[src/rtl/sat_vpe_tm.sv]
// sat_vpe_tm: variable PE for the stochastic SAT array; scans its clause table LANES/cycle, then flips greedily/by tie-break.
// Latency: START at cycle t -> DONE pulse, new VI_BUS/FLIPPED/counts at t+BEATS+1 (BUSY high t+1..t+BEATS).
// Backpressure: none; START, CFG_WE and VAR_LD outside IDLE are dropped. Optional random walk: `define SAT_VPE_NOISE_EN.
module sat_vpe_tm #(
  parameter  int N_CLAUSE = 32,
  parameter  int LANES    = 8,
  parameter  int LFSR_W   = 16,
  localparam int AW       = $clog2(N_CLAUSE),
  localparam int CW       = $clog2(N_CLAUSE + 1)
) (
  input  logic                i_clk,
  input  logic                i_rst_n,
  input  logic                i_cfg_we,
  input  logic [AW-1:0]       i_cfg_addr,
  input  logic [1:0]          i_cfg_data,
  input  logic                i_var_ld,
  input  logic                i_var_in,
  input  logic                i_start,
  input  logic                i_stochastic_mode,
  input  logic                i_seed_ld,
  input  logic [LFSR_W-1:0]   i_seed,
  input  logic [7:0]          i_noise_th,
  input  logic [N_CLAUSE-1:0] i_clause_sat_oth,
  input  logic                i_satisfy_up,
  input  logic                i_satisfy_left,
  output logic                o_vi_bus,
  output logic                o_busy,
  output logic                o_done,
  output logic                o_flipped,
  output logic [CW-1:0]       o_make_cnt,
  output logic [CW-1:0]       o_break_cnt,
  output logic [15:0]         o_flip_cnt,
  output logic                o_satisfy
);

  localparam int BEATS = N_CLAUSE / LANES;
  localparam int BW    = (BEATS > 1) ? $clog2(BEATS) : 1;
  localparam logic [LFSR_W-1:0] LFSR_RST = LFSR_W'(16'hACE1);

  typedef enum logic [1:0] {
    S_IDLE   = 2'd0,
    S_EVAL   = 2'd1,
    S_DECIDE = 2'd2
  } state_t;

  state_t              r_state;
  state_t              w_state_nxt;

  logic [N_CLAUSE-1:0] r_member;
  logic [N_CLAUSE-1:0] r_sign;
  logic [N_CLAUSE-1:0] r_oth;
  logic                r_vi;
  logic                r_flipped;
  logic [BW-1:0]       r_beat;
  logic [CW-1:0]       r_make_acc;
  logic [CW-1:0]       r_break_acc;
  logic [CW-1:0]       r_make_cnt;
  logic [CW-1:0]       r_break_cnt;
  logic [15:0]         r_flip_cnt;
  logic [LFSR_W-1:0]   r_lfsr;

  logic [N_CLAUSE-1:0] w_lit;
  logic [N_CLAUSE-1:0] w_make_vec;
  logic [N_CLAUSE-1:0] w_break_vec;
  logic [N_CLAUSE-1:0] w_make_sh;
  logic [N_CLAUSE-1:0] w_break_sh;
  logic [CW-1:0]       w_make_beat;
  logic [CW-1:0]       w_break_beat;
  logic [CW-1:0]       w_make_tot;
  logic [CW-1:0]       w_break_tot;
  logic                w_last_beat;
  logic                w_decide;
  logic                w_noise;
  logic                w_flip;
  logic                w_idle;
  logic                w_lfsr_fb;
  logic [LFSR_W-1:0]   w_lfsr_nxt;

  // Literal truth per clause; make/break use the START-time snapshot of the other variables.
  assign w_lit       = r_sign ^ {N_CLAUSE{r_vi}};
  assign w_make_vec  = r_member & ~r_oth & ~w_lit;
  assign w_break_vec = r_member & ~r_oth &  w_lit;
  assign w_make_sh   = w_make_vec  >> (r_beat * LANES);
  assign w_break_sh  = w_break_vec >> (r_beat * LANES);

  // Popcount of the current LANES-wide window of make/break bits.
  always_comb begin
    w_make_beat  = '0;
    w_break_beat = '0;
    for (int l = 0; l < LANES; l++) begin
      w_make_beat  = w_make_beat  + CW'(w_make_sh[l]);
      w_break_beat = w_break_beat + CW'(w_break_sh[l]);
    end
  end

  assign w_make_tot  = r_make_acc  + w_make_beat;
  assign w_break_tot = r_break_acc + w_break_beat;
  assign w_idle      = (r_state == S_IDLE);
  assign w_last_beat = (r_beat == BW'(BEATS - 1));
  // The final beat's totals feed the decision directly, so results land as DECIDE is entered.
  assign w_decide    = (r_state == S_EVAL) && w_last_beat;

`ifdef SAT_VPE_NOISE_EN
  assign w_noise = i_stochastic_mode && (r_lfsr[15:8] < i_noise_th);
`else
  logic w_noise_th_unused;
  assign w_noise_th_unused = ^i_noise_th;
  assign w_noise = 1'b0;
`endif

  assign w_flip = (w_make_tot > w_break_tot)
               || ((w_make_tot == w_break_tot) && i_stochastic_mode && r_lfsr[0])
               || w_noise;

  // Right-shifting Fibonacci LFSR for x^16+x^14+x^13+x^11+1.
  assign w_lfsr_fb  = r_lfsr[0] ^ r_lfsr[2] ^ r_lfsr[3] ^ r_lfsr[5];
  assign w_lfsr_nxt = {w_lfsr_fb, r_lfsr[LFSR_W-1:1]};

  // FSM state register.
  always_ff @(posedge i_clk or negedge i_rst_n) begin
    if (!i_rst_n) r_state <= S_IDLE;
    else          r_state <= w_state_nxt;
  end

  // FSM next state: IDLE -> EVAL on START, EVAL for BEATS cycles, one DECIDE cycle.
  always_comb begin
    w_state_nxt = r_state;
    case (r_state)
      S_IDLE:   if (i_start) w_state_nxt = S_EVAL;
      S_EVAL:   if (w_last_beat) w_state_nxt = S_DECIDE;
      S_DECIDE: w_state_nxt = S_IDLE;
      default:  w_state_nxt = S_IDLE;
    endcase
  end

  // Clause table: writable only in IDLE so it stays stable during a scan.
  always_ff @(posedge i_clk or negedge i_rst_n) begin
    if (!i_rst_n) begin
      r_member <= '0;
      r_sign   <= '0;
    end else if (i_cfg_we && w_idle) begin
      r_member[i_cfg_addr] <= i_cfg_data[1];
      r_sign[i_cfg_addr]   <= i_cfg_data[0];
    end
  end

  // Variable value: external load in IDLE, otherwise toggled by the decision.
  always_ff @(posedge i_clk or negedge i_rst_n) begin
    if (!i_rst_n) begin
      r_vi      <= 1'b0;
      r_flipped <= 1'b0;
    end else if (i_var_ld && w_idle) begin
      r_vi      <= i_var_in;
      r_flipped <= 1'b0;
    end else if (w_decide) begin
      r_vi      <= r_vi ^ w_flip;
      r_flipped <= w_flip;
    end
  end

  // Scan bookkeeping: snapshot and clear on START, accumulate one window per EVAL cycle.
  always_ff @(posedge i_clk or negedge i_rst_n) begin
    if (!i_rst_n) begin
      r_oth       <= '0;
      r_beat      <= '0;
      r_make_acc  <= '0;
      r_break_acc <= '0;
    end else if (w_idle && i_start) begin
      r_oth       <= i_clause_sat_oth;
      r_beat      <= '0;
      r_make_acc  <= '0;
      r_break_acc <= '0;
    end else if (r_state == S_EVAL) begin
      r_beat      <= r_beat + 1'b1;
      r_make_acc  <= w_make_tot;
      r_break_acc <= w_break_tot;
    end
  end

  // Published results of the last decision, with a saturating flip counter.
  always_ff @(posedge i_clk or negedge i_rst_n) begin
    if (!i_rst_n) begin
      r_make_cnt  <= '0;
      r_break_cnt <= '0;
      r_flip_cnt  <= '0;
    end else if (w_decide) begin
      r_make_cnt  <= w_make_tot;
      r_break_cnt <= w_break_tot;
      if (w_flip && (r_flip_cnt != 16'hFFFF)) r_flip_cnt <= r_flip_cnt + 16'd1;
    end
  end

  // LFSR: seed load in any state (zero seed maps to the reset value), one step per decision.
  always_ff @(posedge i_clk or negedge i_rst_n) begin
    if (!i_rst_n) begin
      r_lfsr <= LFSR_RST;
    end else if (i_seed_ld) begin
      r_lfsr <= (i_seed == '0) ? LFSR_RST : i_seed;
    end else if (w_decide) begin
      r_lfsr <= w_lfsr_nxt;
    end
  end

  assign o_vi_bus    = r_vi;
  assign o_busy      = (r_state == S_EVAL);
  assign o_done      = (r_state == S_DECIDE);
  assign o_flipped   = r_flipped;
  assign o_make_cnt  = r_make_cnt;
  assign o_break_cnt = r_break_cnt;
  assign o_flip_cnt  = r_flip_cnt;
  // Systolic chain uses the live neighbour inputs, not the scan snapshot.
  assign o_satisfy   = (&(~r_member | i_clause_sat_oth | w_lit)) & i_satisfy_up & i_satisfy_left;

endmodule

[config.mk]
export PLATFORM = sky130hd
export DESIGN_NAME = sat_vpe_tm
export DESIGN_NICKNAME = d
export VERILOG_FILES = /design/src/rtl/sat_vpe_tm.sv
export SDC_FILE = /design/constraint.sdc
export NUM_CORES = 1
export LEC_CHECK = 0
export ABC_AREA = 1
export CORE_ASPECT_RATIO = 0.9
export CORE_MARGIN = 2
export CORE_UTILIZATION = 51
export CTS_CLUSTER_SIZE = 14
export DETAILED_ROUTE_END_ITERATION = 12
export PLACE_DENSITY = 0.82
export SLEW_MARGIN = 15
export SYNTH_ARGS = -nofsm -noshare
export SYNTH_HDL_FRONTEND = slang
export SYNTH_SLANG_ARGS = --single-unit
export TNS_END_PERCENT = 5
[constraint.sdc]
create_clock -name i_clk -period 4.73 [get_ports i_clk]
set_input_delay 0.946 -clock i_clk [delete_from_list [all_inputs] [get_ports i_clk]]
set_output_delay 0.946 -clock i_clk [all_outputs]
set_load 0.05 [all_outputs]
After elaboration in Yosys (flattened, before gate mapping):

Index checks and enable logic that the tools add are counted.
Widths: inputs -> output; s select.

* register bits after elaboration: 158
* bits in latches: 0
* memory bits (writable): 0
* bits in read-only memories: 0
* bits of input ports: 73
* output and inout bits: 33
* memories: 0

* $add $sub $neg: 18
* $mul: 0
* divide/modulo/power cells: 0
* $lt $le $gt $ge: 3
* equal/unequal tests: 7
* shift operators: 2
* multiplexer cells: 20
* bitwise gates (word level): 15
* reductions and logical operators: 17

Operator list (number)
* $and 32x32->32: 3
* $not 32->32: 3
* $bwmux 32: 2
* $or 32x32->32: 2
* $shr 32x5->8: 2
* $mux 16: 3
* $reduce_and 32->1: 1
* $xor 32x32->32: 1
* $add 6x1->6: 4
* $mux 6: 4
* $add 16x1->16 const B: 1
* $logic_not 16->1: 1
* $ne 16x16->1 const B: 1
* $add 5x1->6: 2
* $add 6x6->6: 2
* $add 4x1->5: 2
* $add 3x1->4: 2
* $logic_and 1x1->1: 8
* $mux 2: 4
* $add 2x1->3: 2
* $eq 6x6->1: 1
* $gt 6x6->1: 1
* $lt 5x6->1 const B: 1
* $reduce_bool 2->1: 3
* 15 further kinds: 26

Depth between registers and ports, before layout:

* depth after elaboration: 19
* depth in mapped cells: 31

Worst setup path after synthesis:

Ideal clock, no wire load.

* path type: flip-flop to flip-flop
* start point: reg r_vi, in the netlist o_vi_bus
* end point: reg r_flip_cnt[12], in the netlist o_flip_cnt[12]
* data arrival time: 5328 ps
* data required time: 4610 ps
* setup slack: -718 ps
* stages on the path, launching flop included: 31
* path buffers: 3
* period minus slack after synthesis: 5448 ps
* path through: dfrtp_1 -> buf_4 -> clkinv_2 -> buf_4 -> nand2_1 -> nand2_1 -> a21oi_1 -> a22o_1 -> inv_1 -> fa_1 -> fa_1 -> inv_1 -> fa_1 -> inv_1 -> fa_1 -> a21o_1 -> nand3_1 -> nand2_1 -> or2_2 -> nand2_1 -> ha_1 -> nand2_1 -> nor2_1 -> nand3_1 -> nor2_1 -> nand2_1 -> nand2_4 -> nand2_4 -> buf_6 -> nand2_1 -> nand2_1

* word-level cells in the longest chain between the ends: 18

Ends and longest elaborated chain
* from (decl): RTL line 52 `logic r_vi;`
* from (signal assigned): RTL line 153 `r_vi <= i_var_in;`
* from (signal assigned): RTL line 156 `r_vi <= r_vi ^ w_flip;`
* $xor 32x32->32 *: RTL line 80 `assign w_lit = r_sign ^ {N_CLAUSE{r_vi}};`
* parallel branches: the longest is 14 deep, another holds $add 5x1->6
* $logic_or 1x1->1 *: RTL line 112 `|| ((w_make_tot == w_break_tot) && i_stochastic_mode && r_lfsr[0])`
* $logic_and 1x1->1 *: RTL line 189 `if (w_flip && (r_flip_cnt != 16'hFFFF)) r_flip_cnt <= r_flip_cnt + 16'd1;`
* $reduce_and 2->1 (no line) *
* to (signal assigned): RTL line 189
* to (decl): RTL line 59 `logic [15:0] r_flip_cnt;`

Mark *: on every way between the ends.
A chain may end at the register's enable or synchronous reset.

Worst setup path after layout:

* start point: reg r_vi, in the netlist o_vi_bus
* end point: reg r_flip_cnt[5], in the netlist o_flip_cnt[5]

The elaborated chain is that of the path after synthesis.

==> impl_metrics.csv <==
group,metric,value,unit
placement,dp.cells,1495,
routing,initialDrtViolationCount,693,
global_route,grt_first_pass_wirelength,39500,µm
clocking,clk_latency_worst_skew_pair,420,ps
yosys,ys_types,46,
yosys,post_synth_edffs,0,
placement,place.detailed.hpwl,17500,µm
setup_path,start_kind,"register",
global_route,number_of_global_route_vias_before_repair,7880,
setup_path,critical_path.endpoint_type,"register",
yosys,post-synth-top-area-fraction,42.0,%
global_route,globalRouteTotalUtil,27.7,%
setup_path,worstPathArrival,5400,ps
power_and_ir_drop,leakagePower,5.30,nW
sta,finalWorstPathRequiredPeriod,5040,ps
floorplan,fp.dieArea,18600,µm²
floorplan,die_height,130,µm
yosys,syn_avg_cell_area,7.82,µm²
floorplan,row_count,45,
clocking,tritoncts_clock_tree,"yes",
global_route,number_of_antenna_violations_at_the_first_check_in_global_routing,0,
floorplan,top_level_ports,106,
setup_path,cp_data_required_time,5090,ps
sta,finalWorstSetupSlack,-311,ps
cells_and_area,flow.area_growth_from_synthesis,27.2,%
routing,ant_nets,0,
sta,final-hold-violation-count,0,
yosys,synth.net_count,1244,
clocking,cts_num_sinks,158,
cells_and_area,drive_gt1_share,12.4,%
sta,worst_slew_pin_slew,1170,ps
power_and_ir_drop,post-layout-total-power,9.72,mW
yosys,yosysWarningCount,0,
yosys,postSynthRegisterBits,158,
sta,fin_worst_skew,8.00,ps
clocking,clkTransAtPathRegs,60,ps
sta,timing.final.crit_share,107,%
power_and_ir_drop,power.density,856,nW/µm²
power_and_ir_drop,worst_ir_drop_vdd,0.801,mV
sta,rsz0062_at_grt,"true",
setup_path,crit_cells,26,
global_route,grt_max_degree,101,
routing,via_count,8301,
floorplan,die-width,143,µm
setup_path,rr_endpoint,"o_flip_cnt[5]",
yosys,synth_seq_area_share,44.4,%
floorplan,core_area,17000,µm²
cells_and_area,design.final.nets,1387,
setup_path,reg2reg_depth,26,
floorplan,start_util,52.5,%
cells_and_area,fin_cells,1530,
flow_run,max_cap_viol_count,0,
setup_path,critPathMaxStageDelay,510,ps
clocking,clock_path_buffers,2,
sta,fin_setup_tns,-5120,ps
setup_path,setup.worst_path.class,"reg -> reg",
yosys,cell_type_with_the_highest_aggregate_area_in_the_netlist,"sky130_fd_sc_hd__dfrtp_1",
cells_and_area,layout.cells.most_common,"sky130_fd_sc_hd__nand2_1",
cells_and_area,final_cell_mix,"sky130_fd_sc_hd__nand2_1, sky130_fd_sc_hd__dfrtp_1, sky130_fd_sc_hd__inv_1",
sta,finalMaxSlewViolations,0,
run_status,status,"finished, violations left",
routing,post-route-drc-count,0,
setup_path,critical_path.max_fanout,7,
min_path,worst_hold_path.endpoint,"r_lfsr[15]",
setup_path,cpLargestDelayFamily,"adder cells",
routing,wl_per_cell,16.3,µm
yosys,synthTopCellsByArea,"sky130_fd_sc_hd__dfrtp_1, sky130_fd_sc_hd__nand2_1, sky130_fd_sc_hd__nand3_1",
setup_path,flop_to_flop_setup_slack,-310,ps
min_path,min_path_cells,2,
global_route,global_route.overflow_total,0,
setup_path,timing.critical_path.slowest_stage_cell,"sky130_fd_sc_hd__dfrtp_2",
placement,place.port_buffers,97,
setup_path,critical_path.reg2reg.startpoint,"o_vi_bus",
yosys,netlist_instances,1142,
cells_and_area,final_core_utilization,66.8,%
placement,post-place-ws,-350,ps
min_path,holdCritStartpoint,"r_lfsr[15]",
sta,setup-violations-final,18,
routing,routed_wirelength,25000,µm
placement,finalWeightedCongestion,0.926,
run_status,failed_checks,"negative setup slack",
yosys,synth.cell_area,8930,µm²
min_path,timing.hold.worst.class,"reg -> reg",
clocking,htreeDepth,4,
sta,max-slew-margin-rel,22.1,%
cells_and_area,fill_cells,1401,
yosys,async_flop_share,100,%
clocking,cts-root-buf,"sky130_fd_sc_hd__clkbuf_16",
yosys,most_common_flop_cell_mapped_by_yosys,"sky130_fd_sc_hd__dfrtp_1",
sta,timing.fmax,198,MHz
cells_and_area,insertedDiodeCount,0,
clocking,cts_made_buffers,17,
routing,detail_route.first_pass.iterations,5,
setup_path,crit_buf_inv,4,
routing,avg_vias_per_cell,5.43,
## layer usage
layer | routed length [µm] | up-vias | share of wire (%) | GRT usage (%)
met4 | 708 | 0 | 2.8 | 10.1
met5 | 0 | - | 0 | 0
met1 | 11100 | 3957 | 44 | 37.9
li1 | - | 3988 | - | -
met3 | 1760 | 55 | 7.0 | 6.69
met2 | 11400 | 301 | 46 | 43.2
## metrics by stage
stage | hold slack, ps | instance area [µm²]
5_1_grt | 493 | 11400
3_5_place_dp | 464 | 10500
2_1_floorplan | 446 | 9040
3_3_place_gp | 457 | 10500
4_1_cts | 471 | 11200
6_report | 473 | 11400
## worst max path at each step
stage | start | to | slack, ps
2_1_floorplan | o_vi_bus | o_flip_cnt[12] | -220
3_3_place_gp | o_vi_bus | o_flip_cnt[13] | -230
3_5_place_dp | o_vi_bus | o_flip_cnt[11] | -350
4_1_cts | o_vi_bus | o_flip_cnt[3] | -290
5_1_grt | o_vi_bus | o_flip_cnt[11] | -530
6_report | o_vi_bus | o_flip_cnt[5] | -310
## power by group
part | leakage, nW | internal [mW] | switching (mW)
Sequential | 2.02 | 1.82 | 0.341
Clock | 0.288 | 0.861 | 0.528
Combinational | 2.99 | 2.73 | 3.45
## Yosys cell counts (8+ instances only)
library cell / count
sky130_fd_sc_hd__dfrtp_1: 150
sky130_fd_sc_hd__xor2_1: 10
sky130_fd_sc_hd__o21ai_0: 63
sky130_fd_sc_hd__nand3_1: 95
sky130_fd_sc_hd__inv_1: 122
sky130_fd_sc_hd__xnor2_1: 26
sky130_fd_sc_hd__clkbuf_1: 15
sky130_fd_sc_hd__a21oi_1: 19
sky130_fd_sc_hd__fa_1: 9
sky130_fd_sc_hd__dfstp_2: 8
sky130_fd_sc_hd__nor3_1: 28
sky130_fd_sc_hd__o21ai_1: 38
sky130_fd_sc_hd__mux2_1: 15
sky130_fd_sc_hd__nor2_1: 63
sky130_fd_sc_hd__nand4_1: 8
sky130_fd_sc_hd__ha_1: 20
sky130_fd_sc_hd__nand2_1: 367
## area by class of cell
type	instances	area [µm²]	area share [%]
well taps	235	294	2.59
inverters	129	492	4.33
flip-flops and latches	158	3970	34.9
clock inverters	7	113	0.992
repair buffers	152	1440	12.7
multi-input cells	827	4580	40.3
clock buffers	22	474	4.18
## cells by family (layout without fill, tap and decap cells)
family,after synthesis,count (layout),share of synthesized area (%)
compound gates,153,153,9.58
mux,21,21,2.65
fa+ha+maj,29,29,4.82
xor+xnor,36,36,3.53
simple gates,587,588,27.9
flops,158,158,44.4
buf+inv,158,310,7.09
## what timing repair did
action	CTS	global route
setup endpoints to repair	18	18
setup buffers	1	3
pin swaps	9	20
hold buffers	0	0
gates cloned	0	2
gates resized for setup	13	19
## flip-flops by register name (all words and copies together) (netlist names)
register,cells
r_state,2
r_member,32
r_lfsr,16
r_make_acc,6
r_break_acc,6
r_sign,32
r_beat,2
o_vi_bus,1
o_make_cnt,6
r_oth,32
o_flipped,1
o_flip_cnt,16
o_break_cnt,6
## tightest hold or removal path: stages (launching register included)
cell and delay (ps):
sky130_fd_sc_hd__dfstp_2 370, sky130_fd_sc_hd__nand2_1 50, sky130_fd_sc_hd__nand2_1 50
Note: power is estimated with default switching activity, not from simulation.
